`src/rtl/led_breather.sv`:
```
// LED breathing controller: ramps a brightness level up and down on prescaler strobes,
// holds at each extreme, and drives a registered PWM pin from a period-aligned duty shadow.
module led_breather #(
  parameter int unsigned PWM_BITS   = 8,
  parameter int unsigned HOLD_STEPS = 16
) (
  input  logic                sys_clk,
  input  logic                sys_rst_n,
  input  logic                en,
  input  logic                step,
  output logic                led,
  output logic [PWM_BITS-1:0] level,
  output logic [2:0]          phase,
  output logic                busy
);

  typedef enum logic [2:0] {
    StIdle     = 3'd0,
    StRampUp   = 3'd1,
    StHoldHigh = 3'd2,
    StRampDown = 3'd3,
    StHoldLow  = 3'd4
  } state_e;

  localparam logic [PWM_BITS-1:0] LevelMax     = '1;
  localparam logic [PWM_BITS-1:0] LevelNearMax = LevelMax - 1'b1;
  localparam logic [PWM_BITS-1:0] LevelOne     = 1;
  localparam logic [7:0]          HoldLast     = 8'(HOLD_STEPS - 1);

  state_e              state_q;
  logic [PWM_BITS-1:0] level_q;
  logic [PWM_BITS-1:0] duty_q;
  logic [PWM_BITS-1:0] pwm_cnt_q;
  logic [7:0]          hold_cnt_q;
  logic                busy_q;
  logic                led_q;

  // Breathing FSM; en low overrides everything, including a coincident step.
  always_ff @(posedge sys_clk or negedge sys_rst_n) begin
    if (!sys_rst_n) begin
      state_q    <= StIdle;
      level_q    <= '0;
      hold_cnt_q <= '0;
      busy_q     <= 1'b0;
    end else if (!en) begin
      state_q    <= StIdle;
      level_q    <= '0;
      hold_cnt_q <= '0;
      busy_q     <= 1'b0;
    end else begin
      case (state_q)
        StIdle: begin
          state_q    <= StRampUp;
          level_q    <= '0;
          hold_cnt_q <= '0;
          busy_q     <= 1'b1;
        end
        StRampUp: begin
          if (step && (level_q != LevelMax)) begin
            level_q <= level_q + 1'b1;
            if (level_q == LevelNearMax) begin
              state_q    <= StHoldHigh;
              hold_cnt_q <= '0;
            end
          end
        end
        StHoldHigh: begin
          if (step) begin
            if (hold_cnt_q == HoldLast) begin
              state_q    <= StRampDown;
              hold_cnt_q <= '0;
            end else begin
              hold_cnt_q <= hold_cnt_q + 8'd1;
            end
          end
        end
        StRampDown: begin
          if (step && (level_q != '0)) begin
            level_q <= level_q - 1'b1;
            if (level_q == LevelOne) begin
              state_q    <= StHoldLow;
              hold_cnt_q <= '0;
            end
          end
        end
        StHoldLow: begin
          if (step) begin
            if (hold_cnt_q == HoldLast) begin
              state_q    <= StRampUp;
              hold_cnt_q <= '0;
            end else begin
              hold_cnt_q <= hold_cnt_q + 8'd1;
            end
          end
        end
        default: begin
          state_q    <= StIdle;
          level_q    <= '0;
          hold_cnt_q <= '0;
          busy_q     <= 1'b0;
        end
      endcase
    end
  end

  // Free-running PWM; duty only reloads on the last count so no period is cut short.
  always_ff @(posedge sys_clk or negedge sys_rst_n) begin
    if (!sys_rst_n) begin
      pwm_cnt_q <= '0;
      duty_q    <= '0;
      led_q     <= 1'b0;
    end else begin
      pwm_cnt_q <= pwm_cnt_q + 1'b1;
      if (pwm_cnt_q == LevelMax) begin
        duty_q <= level_q;
      end
      led_q <= (pwm_cnt_q < duty_q) && (state_q != StIdle);
    end
  end

  assign led   = led_q;
  assign level = level_q;
  assign phase = state_q;
  assign busy  = busy_q;

endmodule
```
`config.mk`:
```
export PLATFORM = sky130hd
export DESIGN_NAME = led_breather
export DESIGN_NICKNAME = d
export VERILOG_FILES = /design/src/rtl/led_breather.sv
export SDC_FILE = /design/constraint.sdc
export NUM_CORES = 1
export LEC_CHECK = 0
export CORE_MARGIN = 2
export CORE_UTILIZATION = 53
export CTS_CLUSTER_DIAMETER = 50
export DETAILED_ROUTE_END_ITERATION = 16
export PLACE_DENSITY = 0.78
export SYNTH_ARGS = -nofsm -noshare
export SYNTH_HDL_FRONTEND = slang
export SYNTH_SLANG_ARGS = --single-unit
```
`constraint.sdc`:
```
create_clock -name sys_clk -period 2.1 [get_ports sys_clk]
set_input_delay 0.525 -clock sys_clk [delete_from_list [all_inputs] [get_ports sys_clk]]
set_output_delay 0.525 -clock sys_clk [all_outputs]
set_load 0.1 [all_outputs]
```
==> results of run 1 <==
-- cells by family after synthesis --
logic type,Yosys count
AOI/OAI and AO/OA,62
xor gates and xnor gates,9
adders and majority gates,15
buffers and inverters,30
DFF,37
muxes,5
and+or+nand+nor,94
-- cell usage in the layout, fill, tap and decap left out, types with 6 or more instances in the layout --
master	count
buf_4	38
dfrtp_1	26
nand2_1	24
o21ai_0	20
inv_1	18
nor2_1	15
ha_1	13
buf_12	11
nor3_1	10
nand3_1	9
a21oi_1	7
nand2b_1	6
o31ai_1	6
dfrtp_4	6
-- layout make-up --
type	instances	area, µm²
clock buffers	5	68.8
clock inverters	3	17.5
multi-input cells	185	1350
repair buffers	53	544
flip-flops and latches	37	955
inverters	19	76.3
fillers	308	1210
well taps	52	65.1
-- Yosys cell counts (3+ instances only) --
| library cell | instances | area, µm² |
|---|---|---|
| nand2b_1 | 6 | 37.5 |
| xnor2_1 | 5 | 43.8 |
| o22ai_1 | 4 | 25.0 |
| buf_2 | 5 | 25.0 |
| nor3_1 | 12 | 60.1 |
| xor2_1 | 4 | 35.0 |
| dfrtp_1 | 37 | 926 |
| o31ai_1 | 6 | 45.0 |
| a21oi_1 | 7 | 35.0 |
| nand2_1 | 24 | 90.1 |
| o41ai_1 | 5 | 43.8 |
| mux2i_1 | 3 | 30.0 |
| and3_1 | 3 | 18.8 |
| nand3_1 | 9 | 45.0 |
| inv_1 | 19 | 71.3 |
| o21ai_0 | 20 | 100 |
| nand4_1 | 3 | 18.8 |
| ha_1 | 14 | 175 |
| nand4b_1 | 3 | 26.3 |
| nor2_1 | 17 | 63.8 |
| or3_1 | 4 | 25.0 |
-- power groups by stage --
stage | clock (W) | sequential (W) | combinational (W)
global route | 0.000531 | 0.000990 | 0.00213
detailed placement | 0 | 0.000985 | 0.00189
global placement | 0 | 0.000976 | 0.00187
finish | 0.000489 | 0.000974 | 0.00201
floorplan | 0 | 0.00137 | 0.000816
CTS | 0.000499 | 0.000970 | 0.00193
-- state kept, by name, indices dropped and copies added (netlist names) --
register	cells
busy	1
duty_q	8
hold_cnt_q	8
led	1
level	8
phase	3
pwm_cnt_q	8
-- critical path, stage by stage (launching register included) --
cell and delay, ns:
dfrtp_4 0.51, buf_4 0.19, ha_1 0.20, and4_4 0.17
o32ai_4 0.35, buf_4 0.19, nor3_4 0.04, mux2_2 0.29
-- routing by layer --
layer,vias up,wire length [µm],GRT usage,part of all wire
met3,20,336,0.0462,0.058
met4,0,150,0.0983,0.026
met5,-,0,0,0
met1,1023,2470,0.326,0.42
met2,82,2870,0.404,0.49
li1,1011,-,-,-
-- what timing repair did --
action                                  CTS  global route
endpoints found under the setup margin    2            13
gates cloned                              0             0
pin swaps                                 3             4
resized for setup                         2             8
buffers inserted                          2             2
-- metrics by stage --
step	utilization	instance area (µm²)	setup TNS (ns)	worst slack (ns)	cells
3_3_place_gp	0.677	2910	-2.42	-0.193	342
2_1_floorplan	-	2410	-0.733	-0.157	252
4_1_cts	0.703	3020	-0.0175	-0.0175	352
5_1_grt	0.717	3080	-0.0857	-0.0267	354
3_5_place_dp	0.677	2910	-3.06	-0.245	342
6_report	0.717	3080	0	0.0382	354
-- worst max-delay path by stage --
stage	startpoint	to	slack, ns	cells past startpoint
final	level[0]	hold_cnt_q[0]	0.04	7
after global routing	level[0]	hold_cnt_q[2]	-0.03	8
after CTS	level[0]	hold_cnt_q[7]	-0.02	8
after detailed placement	en	level[7]	-0.25	7
after global placement	en	phase[0]	-0.19	6
after floorplan	level[0]	hold_cnt_q[2]	-0.16	9
==> results_dict.tcl, run 1 <==
set metrics [dict create \
    p_leak_nw 1.38 \
    portBuffers 16 \
    drc_errors 0 \
    post-route-period-util 0.982 \
    globalplace.congestion 0.938 \
    synthFlopType "dfrtp_1" \
    status "finished clean" \
    firstDrtPassIters 4 \
    antenna_left 0 \
    clock_path_buffers 2 \
    cts_root_buffer "clkbuf_8" \
    grt_max_degree 19 \
    yosysWarnings 0 \
    postCtsHoldBufs 0 \
    ys_seq_area_frac 0.397 \
    synth_cell_types 56 \
    num_rows 24 \
    synth_compound_area_frac 0.195 \
    drv_slew 0 \
    max_freq_mhz 485 \
    grt_pass1_wl_um 9740 \
    wirelength_um 5820 \
    power.switching_w 0.00164 \
    insertedDiodeCount 0 \
    start_util 0.543 \
    synth-seq-cells 37 \
    coreArea_um2 4290 \
    p_int_w 0.00184 \
    worstMarginPinSlew_ns 0.472 \
    dieArea_um2 4940 \
    startpoint_type "register" \
    sw_frac_of_total 0.471 \
    pwr-share-seq 0.281 \
    vias 2136 \
    cts_tree "done" \
    clk_latency_ns 0.29 \
    period_minus_slack_ns 2.06 \
    ff2ff_path_depth 7 \
    drt_iter0_markers 293 \
    syn-num-nets 270 \
    power_w 0.00347 \
    synth_mux_area_frac 0.0225 \
    clkTransAtPathRegs_ns 0.08 \
    hold_violations 0 \
    max_slew_margin 0.685 \
    via_per_inst 6.03 \
    grt_pass1_vias 2103 \
    netlist_instances 252 \
    maxCapViolations 0 \
    setup.worst_path.class "register to register" \
    ir_drop_uv 588 \
    syn2layout_area_growth_pct 32.2 \
    power-per-cell-area_nw_per_um2 1130 \
    async_flop_share 1.00 \
    routedWlPerCell_um 16.5 \
    netlist_area_um2 2330 \
    reg2reg_slack_ns 0.04 \
    min-delay-path-class "primary input to asynchronous set/reset pin" \
    numCtsBuffers 5 \
    fin_skew_ns 0.00488 \
    rsz0062_at_grt "yes" \
    synth_xor_area_frac 0.0338 \
    clockPowerShare 0.141 \
    drive_gt1_frac 0.305 \
    fp.dieW_um 70.3 \
    worstPathArrival_ns 2.24 \
    layout.nets 319 \
    dieHeight_um 70.3 \
    path_max_fanout 10 \
    finalSetupViolCount 0 \
    crit_required_ns 2.28 \
    cts_max_level 2 \
    place_hpwl_um 4250 \
    gr-total-overflow 0 \
    synth_edf_count 0 \
    synth_fa_ha_area_frac 0.0794 \
    pwr-share-comb 0.579 \
    reg2reg_to "hold_cnt_q[0]" \
    holdWs_ns 0.150 \
    r2r-start "level[0]" \
    synth_top_family_by_area "simple AND/OR/NAND/NOR gates" \
    clock_sinks 37 \
    synth-simple-area-share 0.213 \
    antenna_found_initial 0 \
    ios 17 \
    crit_path_end_kind "register" \
    syn_avg_cell_area_um2 9.25 \
    grt_usage 0.248 \
]
Note: power is estimated with default switching activity, not from simulation.
==> run 2, diff against run 1 <==
CAP_MARGIN = 20   (was unset)
SLEW_MARGIN = 20   (was unset)
==> results of run 2 <==
Final layout, timing and power as in run 1 (identical DEF).
==> run 3, diff against run 2 <==
ABC_CLOCK_PERIOD_IN_PS = 2100   (was unset)
CORE_MARGIN = 1.5   (was 2)
==> run 3 against run 2 <==
Net effect:
- sequential cell count stayed put
- sequential power decreased by 3.8%
- sequential share of layout area barely moved
- critical path depth increased by 1
- count of clock-buffer cells in the layout rose by 1
- routed wire length down 3.4%
- non-clock buffer count increased by 2
- critical path type unchanged
- largest power group unchanged
==> results_dict.tcl, run 3 (synthesized netlist as in run 1, its figures left out) <==
set metrics [dict create \
    start_util 0.566 \
    worstPathArrival_ns 2.24 \
    worstMarginPinSlew_ns 0.535 \
    status "finished clean" \
    critPathSlowestCell "dfrtp_4" \
    cts_max_level 2 \
    drive_gt1_frac 0.299 \
    layout.nets 321 \
    power-per-cell-area_nw_per_um2 1170 \
    seq_area_um2 955 \
    critical-path-max-stage-delay_ns 0.52 \
    rsz0062_at_grt "yes" \
    globalplace.congestion 0.900 \
    vias 2104 \
    place_hpwl_um 4130 \
    pwr-share-seq 0.260 \
    maxCapViolations 0 \
    period_minus_slack_ns 2.08 \
    fp.dieW_um 69.3 \
    fillers 268 \
    clkTransAtPathRegs_ns 0.08 \
    placed_cell_area_um2 2920 \
    post-route-period-util 0.989 \
    insertedDiodeCount 0 \
    cts_tree "done" \
    grt_pass1_vias 2107 \
    worst-path-buf-inv 2 \
    layout_commonest_cell "buf_4" \
    ios 17 \
    r2r-start "level[0]" \
    ir_drop_uv 1020 \
    fin_skew_ns 0.00392 \
    finalCoreUtilization 0.749 \
    clock_sinks 37 \
    drv_slew 0 \
    mostFrequentLayoutCells "buf_4 (41), dfrtp_1 (26), nand2_1 (24)" \
    routedWlPerCell_um 15.9 \
    crit_path_end_kind "register" \
    firstDrtPassIters 4 \
    num_rows 23 \
    p_int_w 0.00199 \
    cp_top_family "compound AO/OA/AOI/OAI gates" \
    grt_pass1_wl_um 9600 \
    power.switching_w 0.00161 \
    startpoint "level[0]" \
    dieArea_um2 4810 \
    syn2layout_area_growth_pct 32.3 \
    p_leak_nw 1.37 \
    clock_path_buffers 2 \
    dieHeight_um 69.3 \
    gr-total-overflow 0 \
    grt_max_degree 25 \
    coreArea_um2 4120 \
    grt_usage 0.246 \
    crit_chain "inv_6 -> ha_4 -> nand4b_1 -> nor3_4 -> o32ai_4 -> buf_4 -> o41ai_1 -> o31ai_2" \
    max_freq_mhz 482 \
    portBuffers 16 \
    clk_latency_ns 0.29 \
    antenna_left 0 \
    pwr-share-comb 0.558 \
    multi_input_area_um2 1320 \
    max_slew_margin 0.642 \
    sw_frac_of_total 0.447 \
    startpoint_type "register" \
    hold_violations 0 \
    postCtsHoldBufs 0 \
    crit_required_ns 2.26 \
    numCtsBuffers 5 \
    path_max_fanout 5 \
    min-delay-path-class "primary input to asynchronous set/reset pin" \
    clockPowerShare 0.182 \
    antenna_found_initial 0 \
    wirelength_um 5630 \
    drt_iter0_markers 170 \
    drc_errors 0 \
    finalSetupViolCount 0 \
    via_per_inst 5.94 \
    cts_root_buffer "clkbuf_8" \
    setup.worst_path.class "register to register" \
    final_area_um2 3080 \
    holdWs_ns 0.207 \
]
## run 3: changes by cell type in the layout (fill, tap and decap cells not counted), sizes merged
cell	change
buf	+2
bufinv	+1
clkbuf	+1
clkdlybuf4s50	+1
clkinv	-2
dlymetal6s2s	-1
## run 3: stage by stage
step	instances	setup slack (ns)	total power, W	TNS (ns)
final	354	0.0236	0.00360	0
after global routing	354	-0.0475	0.00377	-0.0529
after CTS	352	0.00489	0.00358	0
after detailed placement	342	-0.148	0.00290	-1.61
after global placement	342	-0.131	0.00287	-1.31
after floorplan	252	-0.157	0.00218	-0.733
## run 3: worst reg2reg max path: stages (launching register included)
cell,delay [ns]
dfrtp_4,0.52
inv_6,0.09
ha_4,0.12
nand4b_1,0.15
nor3_4,0.21
o32ai_4,0.13
buf_4,0.18
o41ai_1,0.42
o31ai_2,0.13
## run 3: metal layers
metal / vias to the layer above / wire [µm] / track usage
met5: - / 0 / 0
met4: 0 / 47 / 0.0959
met3: 4 / 296 / 0.0465
met2: 70 / 2820 / 0.415
met1: 1014 / 2460 / 0.313
li1: 1016 / - / -
## run 3: final cells by class
cell class                      count  share of cell area
Timing Repair Buffer               55               0.179
Clock buffer                        6              0.0268
Clock inverter                      2              0.0122
Tap cell                           50              0.0203
Inverter                           19              0.0248
Multi-Input combinational cell    185               0.427
Sequential cell                    37               0.310
## run 3: final timing paths
check	to	slack (ns)	cells after the start
hold reg to reg	pwm_cnt_q[0]	0.50	1
min in group sys_clk	pwm_cnt_q[0]	0.50	1
hold / removal	busy	0.21	1
setup reg to reg	hold_cnt_q[4]	0.02	8
setup / recovery	hold_cnt_q[4]	0.02	8
max in group asynchronous	hold_cnt_q[1]	1.36	2
## run 3: what timing repair did
action                                 4_1_cts  5_1_grt
endpoints found under the hold margin        0        0
setup endpoints to repair                    1        7
setup buffers                                2        2
pin swaps                                    1        3
gates resized for setup                      0        3
## run 3: power by group through the flow
stage / combinational [W] / sequential (W) / clock [W]
after floorplan: 0.000816 / 0.00137 / 0
after global placement: 0.00192 / 0.000949 / 0
after detailed placement: 0.00195 / 0.000953 / 0
after CTS: 0.00198 / 0.000934 / 0.000664
after global routing: 0.00213 / 0.000944 / 0.000700
final: 0.00201 / 0.000937 / 0.000655
